File: config.mk
export PLATFORM = sky130hd
export DESIGN_NAME = serial_subtractor
export DESIGN_NICKNAME = d
export VERILOG_FILES = /design/src/rtl/arith_pkg.sv /design/src/rtl/full_subtractor.sv /design/src/rtl/serial_subtractor.sv
export SDC_FILE = /design/constraint.sdc
export NUM_CORES = 1
export LEC_CHECK = 0
export CAP_MARGIN = 20
export CORE_UTILIZATION = 40
export DETAILED_ROUTE_END_ITERATION = 8
export PLACE_DENSITY = 0.71
export SLEW_MARGIN = 10
export SYNTH_ARGS = -nofsm -noshare
export SYNTH_HDL_FRONTEND = slang
export SYNTH_SLANG_ARGS = --single-unit
File: constraint.sdc
create_clock -name clk -period 1.48 [get_ports clk]
set_clock_uncertainty 0.2 [all_clocks]
set_input_delay 0.296 -clock clk [delete_from_list [all_inputs] [get_ports clk]]
set_output_delay 0.296 -clock clk [all_outputs]
set_load 0.02 [all_outputs]
File: src/rtl/arith_pkg.sv
// ============================================================================
// Module   : arith_pkg
// Brief    : Shared types and constants for the bit-serial arithmetic engines.
// Revision : 1.0 - initial release
// ============================================================================
`default_nettype none

package arith_pkg;

    localparam int c_DEFAULT_WIDTH = 8;

    typedef enum logic [1:0] {
        IDLE = 2'd0,
        RUN  = 2'd1,
        DONE = 2'd2
    } state_t;

    // Bit counter must be able to hold the value WIDTH itself.
    function automatic int cnt_width(input int width);
        return $clog2(width + 1);
    endfunction

endpackage

`default_nettype wire

File: src/rtl/full_subtractor.sv
// ============================================================================
// Module   : full_subtractor
// Brief    : 1-bit full-subtractor cell, counterpart of the full-adder cell.
// Revision : 1.0 - initial release
// ============================================================================
`default_nettype none

module full_subtractor
    import arith_pkg::*;
(
    input  logic a,
    input  logic b,
    input  logic bin,
    output logic d,
    output logic bout
);

    logic w_axb;

    assign w_axb = a ^ b;
    assign d     = w_axb ^ bin;
    assign bout  = (~a & b) | (~w_axb & bin);

endmodule

`default_nettype wire

File: src/rtl/serial_subtractor.sv
// ============================================================================
// Module   : serial_subtractor
// Brief    : LSB-first bit-serial A - B with borrow-out and signed overflow.
// Revision : 1.0 - initial release
// ============================================================================
`default_nettype none

module serial_subtractor
    import arith_pkg::*;
#(
    parameter int WIDTH = c_DEFAULT_WIDTH
) (
    input  logic             clk,
    input  logic             rst_n,
    input  logic             start,
    input  logic [WIDTH-1:0] a,
    input  logic [WIDTH-1:0] b,
    output logic             busy,
    output logic             done,
    output logic [WIDTH-1:0] diff,
    output logic             borrow,
    output logic             overflow
);

    localparam int                 c_CNT_W = cnt_width(WIDTH);
    localparam logic [c_CNT_W-1:0] c_LAST  = c_CNT_W'(WIDTH - 1);
    localparam logic [c_CNT_W-1:0] c_ONE   = c_CNT_W'(1);

    state_t             r_state;
    state_t             w_next_state;

    logic [WIDTH-1:0]   r_a;
    logic [WIDTH-1:0]   r_b;
    logic [WIDTH-1:0]   r_res;
    logic [c_CNT_W-1:0] r_cnt;
    logic               r_bw;
    logic               r_ov;

    logic               w_load;
    logic               w_run;
    logic               w_last;
    logic               w_fin;
    logic               w_d;
    logic               w_bout;

    full_subtractor u_cell (
        .a    (r_a[0]),
        .b    (r_b[0]),
        .bin  (r_bw),
        .d    (w_d),
        .bout (w_bout)
    );

    // ------------------------------------------------------------------
    // FSM: state register
    // ------------------------------------------------------------------
    always_ff @(posedge clk) begin
        if (!rst_n) begin
            r_state <= IDLE;
        end else begin
            r_state <= w_next_state;
        end
    end

    // ------------------------------------------------------------------
    // FSM: next-state logic
    // ------------------------------------------------------------------
    always_comb begin
        w_next_state = r_state;
        case (r_state)
            IDLE:    if (start)  w_next_state = RUN;
            RUN:     if (w_last) w_next_state = DONE;
            DONE:    w_next_state = IDLE;
            default: w_next_state = IDLE;
        endcase
    end

    // ------------------------------------------------------------------
    // FSM: output / control decode
    // ------------------------------------------------------------------
    always_comb begin
        busy   = 1'b0;
        w_load = 1'b0;
        w_run  = 1'b0;
        w_fin  = 1'b0;
        case (r_state)
            IDLE: w_load = start;
            RUN: begin
                busy  = 1'b1;
                w_run = 1'b1;
            end
            DONE: begin
                busy  = 1'b1;
                w_fin = 1'b1;
            end
            default: begin
                busy = 1'b0;
            end
        endcase
    end

    assign w_last = w_run && (r_cnt == c_LAST);

    // ------------------------------------------------------------------
    // Datapath: operand/result shifters, borrow FF, counter, outputs
    // ------------------------------------------------------------------
    always_ff @(posedge clk) begin
        if (!rst_n) begin
            r_a      <= '0;
            r_b      <= '0;
            r_res    <= '0;
            r_cnt    <= '0;
            r_bw     <= 1'b0;
            r_ov     <= 1'b0;
            diff     <= '0;
            borrow   <= 1'b0;
            overflow <= 1'b0;
            done     <= 1'b0;
        end else begin
            done <= 1'b0;
            if (w_load) begin
                r_a   <= a;
                r_b   <= b;
                r_bw  <= 1'b0;
                r_cnt <= '0;
            end
            if (w_run) begin
                r_a   <= r_a >> 1;
                r_b   <= r_b >> 1;
                r_res <= {w_d, r_res[WIDTH-1:1]};
                r_bw  <= w_bout;
                r_cnt <= r_cnt + c_ONE;
                // Signed overflow: borrow into the MSB differs from borrow out.
                if (w_last) begin
                    r_ov <= r_bw ^ w_bout;
                end
            end
            if (w_fin) begin
                diff     <= r_res;
                borrow   <= r_bw;
                overflow <= r_ov;
                done     <= 1'b1;
            end
        end
    end

endmodule

`default_nettype wire

==> results.json, run 1 <==
{
  "status": "finished, violations left",
  "violations": "setup timing",
  "instances_no_fill": 277,
  "synth_seq_area_share_pct": 48.5,
  "startpoint_type": "register",
  "grt-ovfl-total": 0,
  "post-route-util_pct": 59.3,
  "grt_max_degree": 20,
  "syn-cell-area_sq_um": 1770,
  "cp_cell_sequence": "inv_2 > ha_4 > buf_6",
  "grt_pass1_wl_mm": 5.78,
  "cp.required_ns": 0.98,
  "fin_nets": 251,
  "cp.arrival_ns": 1.03,
  "hold_path.class": "register to register",
  "drv_cap": 0,
  "finalCritPeriodShare_pct": 103,
  "ctsHtreeMaxLevel": 2,
  "row_count": 23,
  "ios": 31,
  "synth_common_cells": "dfxtp_1 (43), mux2i_1 (34), a21oi_1 (23)",
  "drive_gt1_share_pct": 22.0,
  "antenna_cells": 0,
  "port_buffers": 30,
  "yosys.area.top_type_share_pct": 48.5,
  "clk_latency_ns": 0.29,
  "post-place-ws_ns": -0.310,
  "finalCriticalPeriod_ns": 1.52,
  "maxSlewHeadroom_pct": 79.2,
  "clock.fmax_mhz": 657,
  "dr_total_vias": 1412,
  "postCtsHoldBufs": 0,
  "die_w_um": 68.6,
  "syn_nets": 207,
  "vias_per_cell": 5.10,
  "synth_flop_cell": "dfxtp_1",
  "synth_top_cells_by_area": "dfxtp_1 (49%), mux2i_1 (19%), a21oi_1 (6.5%), nor2_1 (4.2%), o21ai_0 (3.9%)",
  "dp_hpwl_mm": 2.26,
  "synth_edf_count": 0,
  "start_util_pct": 43.1,
  "syn_to_final_growth_pct": 37.5,
  "critPathMaxStageDelay_ns": 0.34,
  "synth.most_common_cell": "dfxtp_1",
  "fin_tns_setup_ns": -0.0429,
  "cp_max_fo": 2,
  "antenna_found_initial": 0,
  "setup_ws_ns": -0.0429,
  "firstDrtPassIters": 4,
  "clockBufferDepth": 2,
  "cts_made_buffers": 5,
  "leakagePower_nw": 0.990,
  "synth_seq_cells": 43,
  "placedCellCount": 268,
  "root_buffer": "clkbuf_8",
  "fin_hold_ws_ns": 0.258,
  "end_kind": "output pin",
  "core_sq_um": 4120,
  "hold_violations": 0,
  "drc": 0,
  "ir_worst_vdd_v": 0.000688,
  "tightestPinTransition_ns": 0.312,
  "post_cts_buffers": 0,
  "yosysWarnings": 0,
  "yosysUniqueCellTypes": 24,
  "crit_type": "register to output pin",
  "slowest_stage": "dfxtp_2",
  "ys_async_sr_fraction_pct": 0,
  "dr.first_iter.drc_count": 50,
  "rsz0062_at_grt": "true",
  "wl_mm": 3.42,
  "setup_viol": 1,
  "die_y_um": 68.6,
  "gp_congestion": 0.742,
  "grtUsageTotal_pct": 16.5,
  "cts_tree": "yes",
  "drv_slew": 0,
  "wl_per_cell_um": 12.4,
  "power_density_nw_per_um2": 1340,
  "syn_inst": 182,
  "final.fill_count": 361,
  "clkTransAtPathRegs_ns": 0.08,
  "synth_top_cell_by_area": "dfxtp_1",
  "die-area_sq_um": 4710,
  "grt_pass1_vias": 1299,
  "cts.sinks": 43,
  "syn_avg_cell_area_sq_um": 9.75,
  "ant_nets": 0
}
[path summary, 6_finish.rpt]
kind / slack, ns / cells past startpoint / end / start
min: 0.26 / 2 / r_b[7] / r_b[7]
min reg2reg: 0.26 / 2 / r_b[7] / r_b[7]
max: -0.04 / 3 / busy / r_state[1]
max reg2reg: 0 / 5 / r_ov / r_a[0]
[critical path, delay by kind of cell (launching register included)]
kind | cells | cell delay, ns
adders and majority gates | 1 | 0.25
buffers and inverters | 2 | 0.15
DFF | 1 | 0.34
[logic make-up after synthesis]
kind of cell	synth area share [%]
xor gates and xnor gates	0.494
DFF	48.5
and+or+nand+nor	9.94
adders and majority gates	4.65
AOI/OAI and AO/OA	12.6
muxes	19.2
buffers and inverters	4.58
[layout make-up]
| class | instances | area (sq um) | share of cell area, % |
|---|---|---|---|
| timing repair buffer | 48 | 489 | 20.1 |
| clock buffer | 5 | 68.8 | 2.82 |
| inverter | 6 | 25.0 | 1.03 |
| multi-input combinational | 122 | 916 | 37.5 |
| clock inverter | 3 | 15.0 | 0.615 |
| sequential | 43 | 863 | 35.4 |
| tap | 50 | 62.6 | 2.56 |
[power by group]
group / switching (mW) / internal (mW) / total, mW
registers: 0.109 / 1.33 / 1.44
logic: 0.542 / 0.589 / 1.13
clock network: 0.379 / 0.323 / 0.702
total: 1.03 / 2.24 / 3.27
[per-layer routing]
metal / vias to the layer above / GRT usage, % / part of all wire, %
met5: - / 0 / 0
met2: 25 / 26.1 / 49
met4: 0 / 6.25 / 0.91
met3: 5 / 3.95 / 2.7
li1: 720 / - / -
met1: 662 / 21.6 / 48
[timing repair]
action,4_1_cts,5_1_grt
endpoints found under the setup margin,44,34
pin swaps,3,1
resized for setup,29,37
cloned,1,0
[flip-flops by register name, indices dropped and copies added (netlist names)]
signal,count
r_cnt,4
overflow,1
diff,8
borrow,1
r_b,8
r_res,8
r_bw,1
done,1
r_state,2
r_a,8
r_ov,1
[per-stage QoR]
stage / area [sq um] / power [mW]
final: 2440 / 3.27
after global routing: 2440 / 3.47
after CTS: 2390 / 3.21
after detailed placement: 2250 / 2.35
after global placement: 2250 / 2.34
after floorplan: 1780 / 2.06
[cells in the final DEF (no fill, tap or decap), drive strengths merged, types with 3 or more instances in the layout]
cell type,netlist,routed
clkbuf,4,6
nor2,20,20
mux2i,34,34
o21ai,14,14
clkdlybuf4s50,0,17
dlygate4sd2,0,3
a211oi,3,3
buf,7,19
a21oi,23,23
clkdlybuf4s15,0,8
inv,6,6
nand3,5,5
ha,5,5
clkinv,0,3
nand2,10,10
dfxtp,43,43
(Power assumes the default switching activity.)
==> run 2: changes to the inputs <==
Settings changed: ABC_AREA set to 0, TNS_END_PERCENT set to 5.
==> run 2 against run 1 <==
Effect of this change: the flow still finishes with violations (setup timing); largest power group unchanged; setup slack worse by 0.0018 ns; final cell count shrank 0.36%; critical path type unchanged; maximum frequency fell by 0.12%.
==> results.json, run 2 (same netlist as run 1, synthesis figures left out) <==
{
  "postCtsHoldBufs": 0,
  "cp_top_family": "flip-flops",
  "maxSlewHeadroom_pct": 78.4,
  "post_cts_buffers": 0,
  "die_w_um": 68.6,
  "post-place-ws_ns": -0.310,
  "cp.arrival_ns": 1.03,
  "wl_per_cell_um": 12.0,
  "antenna_found_initial": 0,
  "ctsHtreeMaxLevel": 2,
  "clock_power_share_pct": 22.1,
  "syn_to_final_growth_pct": 34.7,
  "port_buffers": 30,
  "setup_ws_ns": -0.0447,
  "dp_hpwl_mm": 2.26,
  "design_area_sq_um": 2390,
  "clock.fmax_mhz": 656,
  "grt_pass1_wl_mm": 5.62,
  "final.fill_count": 361,
  "clockBufferDepth": 2,
  "leakagePower_nw": 0.972,
  "drv_cap": 0,
  "die-area_sq_um": 4710,
  "power_density_nw_per_um2": 1320,
  "die_y_um": 68.6,
  "drc": 0,
  "ios": 31,
  "clkTransAtPathRegs_ns": 0.08,
  "fin_nets": 250,
  "startpoint_type": "register",
  "fin_tns_setup_ns": -0.0448,
  "slowest_stage": "dfxtp_2",
  "row_count": 23,
  "firstDrtPassIters": 4,
  "cp.required_ns": 0.98,
  "grt_pass1_vias": 1280,
  "dr.first_iter.drc_count": 26,
  "start_util_pct": 43.1,
  "hold_violations": 0,
  "finalCriticalPeriod_ns": 1.52,
  "seqPwrFrac_pct": 45.3,
  "grtUsageTotal_pct": 16.1,
  "crit_buf_inv": 2,
  "ir_worst_vdd_v": 0.000686,
  "ff2ff_setup_slack_ns": 0,
  "placed_area_sq_um": 2250,
  "clk_latency_ns": 0.29,
  "grt-ovfl-total": 0,
  "critPathMaxStageDelay_ns": 0.34,
  "cts_tree": "yes",
  "cts_made_buffers": 5,
  "cp_max_fo": 2,
  "drive_gt1_share_pct": 19.0,
  "final_common_cell": "dfxtp_1",
  "gp_congestion": 0.742,
  "crit_type": "register to output pin",
  "status": "finished, violations left",
  "p_comb_share_pct": 32.6,
  "final_cell_mix": "dfxtp_1 (41), mux2i_1 (34), nor2_1 (20), a21oi_1 (20), clkdlybuf4s50_1 (17)",
  "antenna_cells": 0,
  "cp_cell_sequence": "inv_2 > ha_4 > buf_6",
  "cts.sinks": 43,
  "end_kind": "output pin",
  "violations": "setup timing",
  "hold_path.class": "register to register",
  "switching_share_pct": 31.0,
  "post-route-util_pct": 58.1,
  "drv_slew": 0,
  "internal_power_mw": 2.18,
  "grt_max_degree": 30,
  "tightestPinTransition_ns": 0.324,
  "setup_viol": 2,
  "root_buffer": "clkbuf_8",
  "dr_total_vias": 1381,
  "wl_mm": 3.32,
  "finalCritPeriodShare_pct": 103,
  "vias_per_cell": 5.00,
  "core_sq_um": 4120,
  "rsz0062_at_grt": "true",
  "ant_nets": 0,
  "p_sw_mw": 0.981
}
run 2: path summary, 6_finish.rpt:
check / from / to / cells past startpoint
hold reg to reg: r_b[7] / r_b[7] / 2
setup reg to reg: r_a[0] / r_ov / 5
hold / removal: r_b[7] / r_b[7] / 2
setup / recovery: r_state[1] / busy / 3
run 2: power by group through the flow:
stage	sequential (mW)	clock, mW	combinational [mW]
after floorplan	1.43	0	0.631
after global placement	1.44	0	0.895
after detailed placement	1.45	0	0.906
after CTS	1.42	0.722	0.957
after global routing	1.46	0.763	1.14
final	1.43	0.697	1.03
run 2: layer usage:
layer,track usage (%),routed length (um),vias to the layer above
li1,-,-,715
met1,20.7,1600,637
met2,25.6,1590,24
met3,3.95,92,5
met4,6.25,31,0
met5,0,0,-
run 2: per-stage QoR:
step	std cells	hold slack (ns)	total power, mW
6_report	276	0.256	3.16
5_1_grt	276	0.292	3.36
4_1_cts	276	0.254	3.10
3_5_place_dp	268	0.244	2.35
3_3_place_gp	268	0.240	2.34
2_1_floorplan	182	0.231	2.06
run 2: worst reg2reg max path, delay by kind of cell (launching register included):
| family | cells | cell delay [ns] |
|---|---|---|
| adders and majority gates | 1 | 0.42 |
| and+or+nand+nor | 1 | 0.06 |
| xor gates and xnor gates | 1 | 0.16 |
| DFF | 1 | 0.34 |
| buffers and inverters | 1 | 0.06 |
| muxes | 1 | 0.14 |
run 2: layout make-up:
| type | count | area (sq um) | share of cell area, % |
|---|---|---|---|
| Sequential cell | 43 | 863 | 36.1 |
| Timing Repair Buffer | 47 | 462 | 19.3 |
| Inverter | 6 | 25.0 | 1.05 |
| Clock inverter | 3 | 15.0 | 0.628 |
| Clock buffer | 5 | 68.8 | 2.88 |
| Multi-Input combinational cell | 122 | 893 | 37.4 |
| Tap cell | 50 | 62.6 | 2.62 |
run 2: timing repair:
action                                  in CTS  in global routing
endpoints found under the setup margin      44                 35
pin swaps                                    0                  3
hold endpoints to repair                     0                  0
gates resized for setup                     24                 35
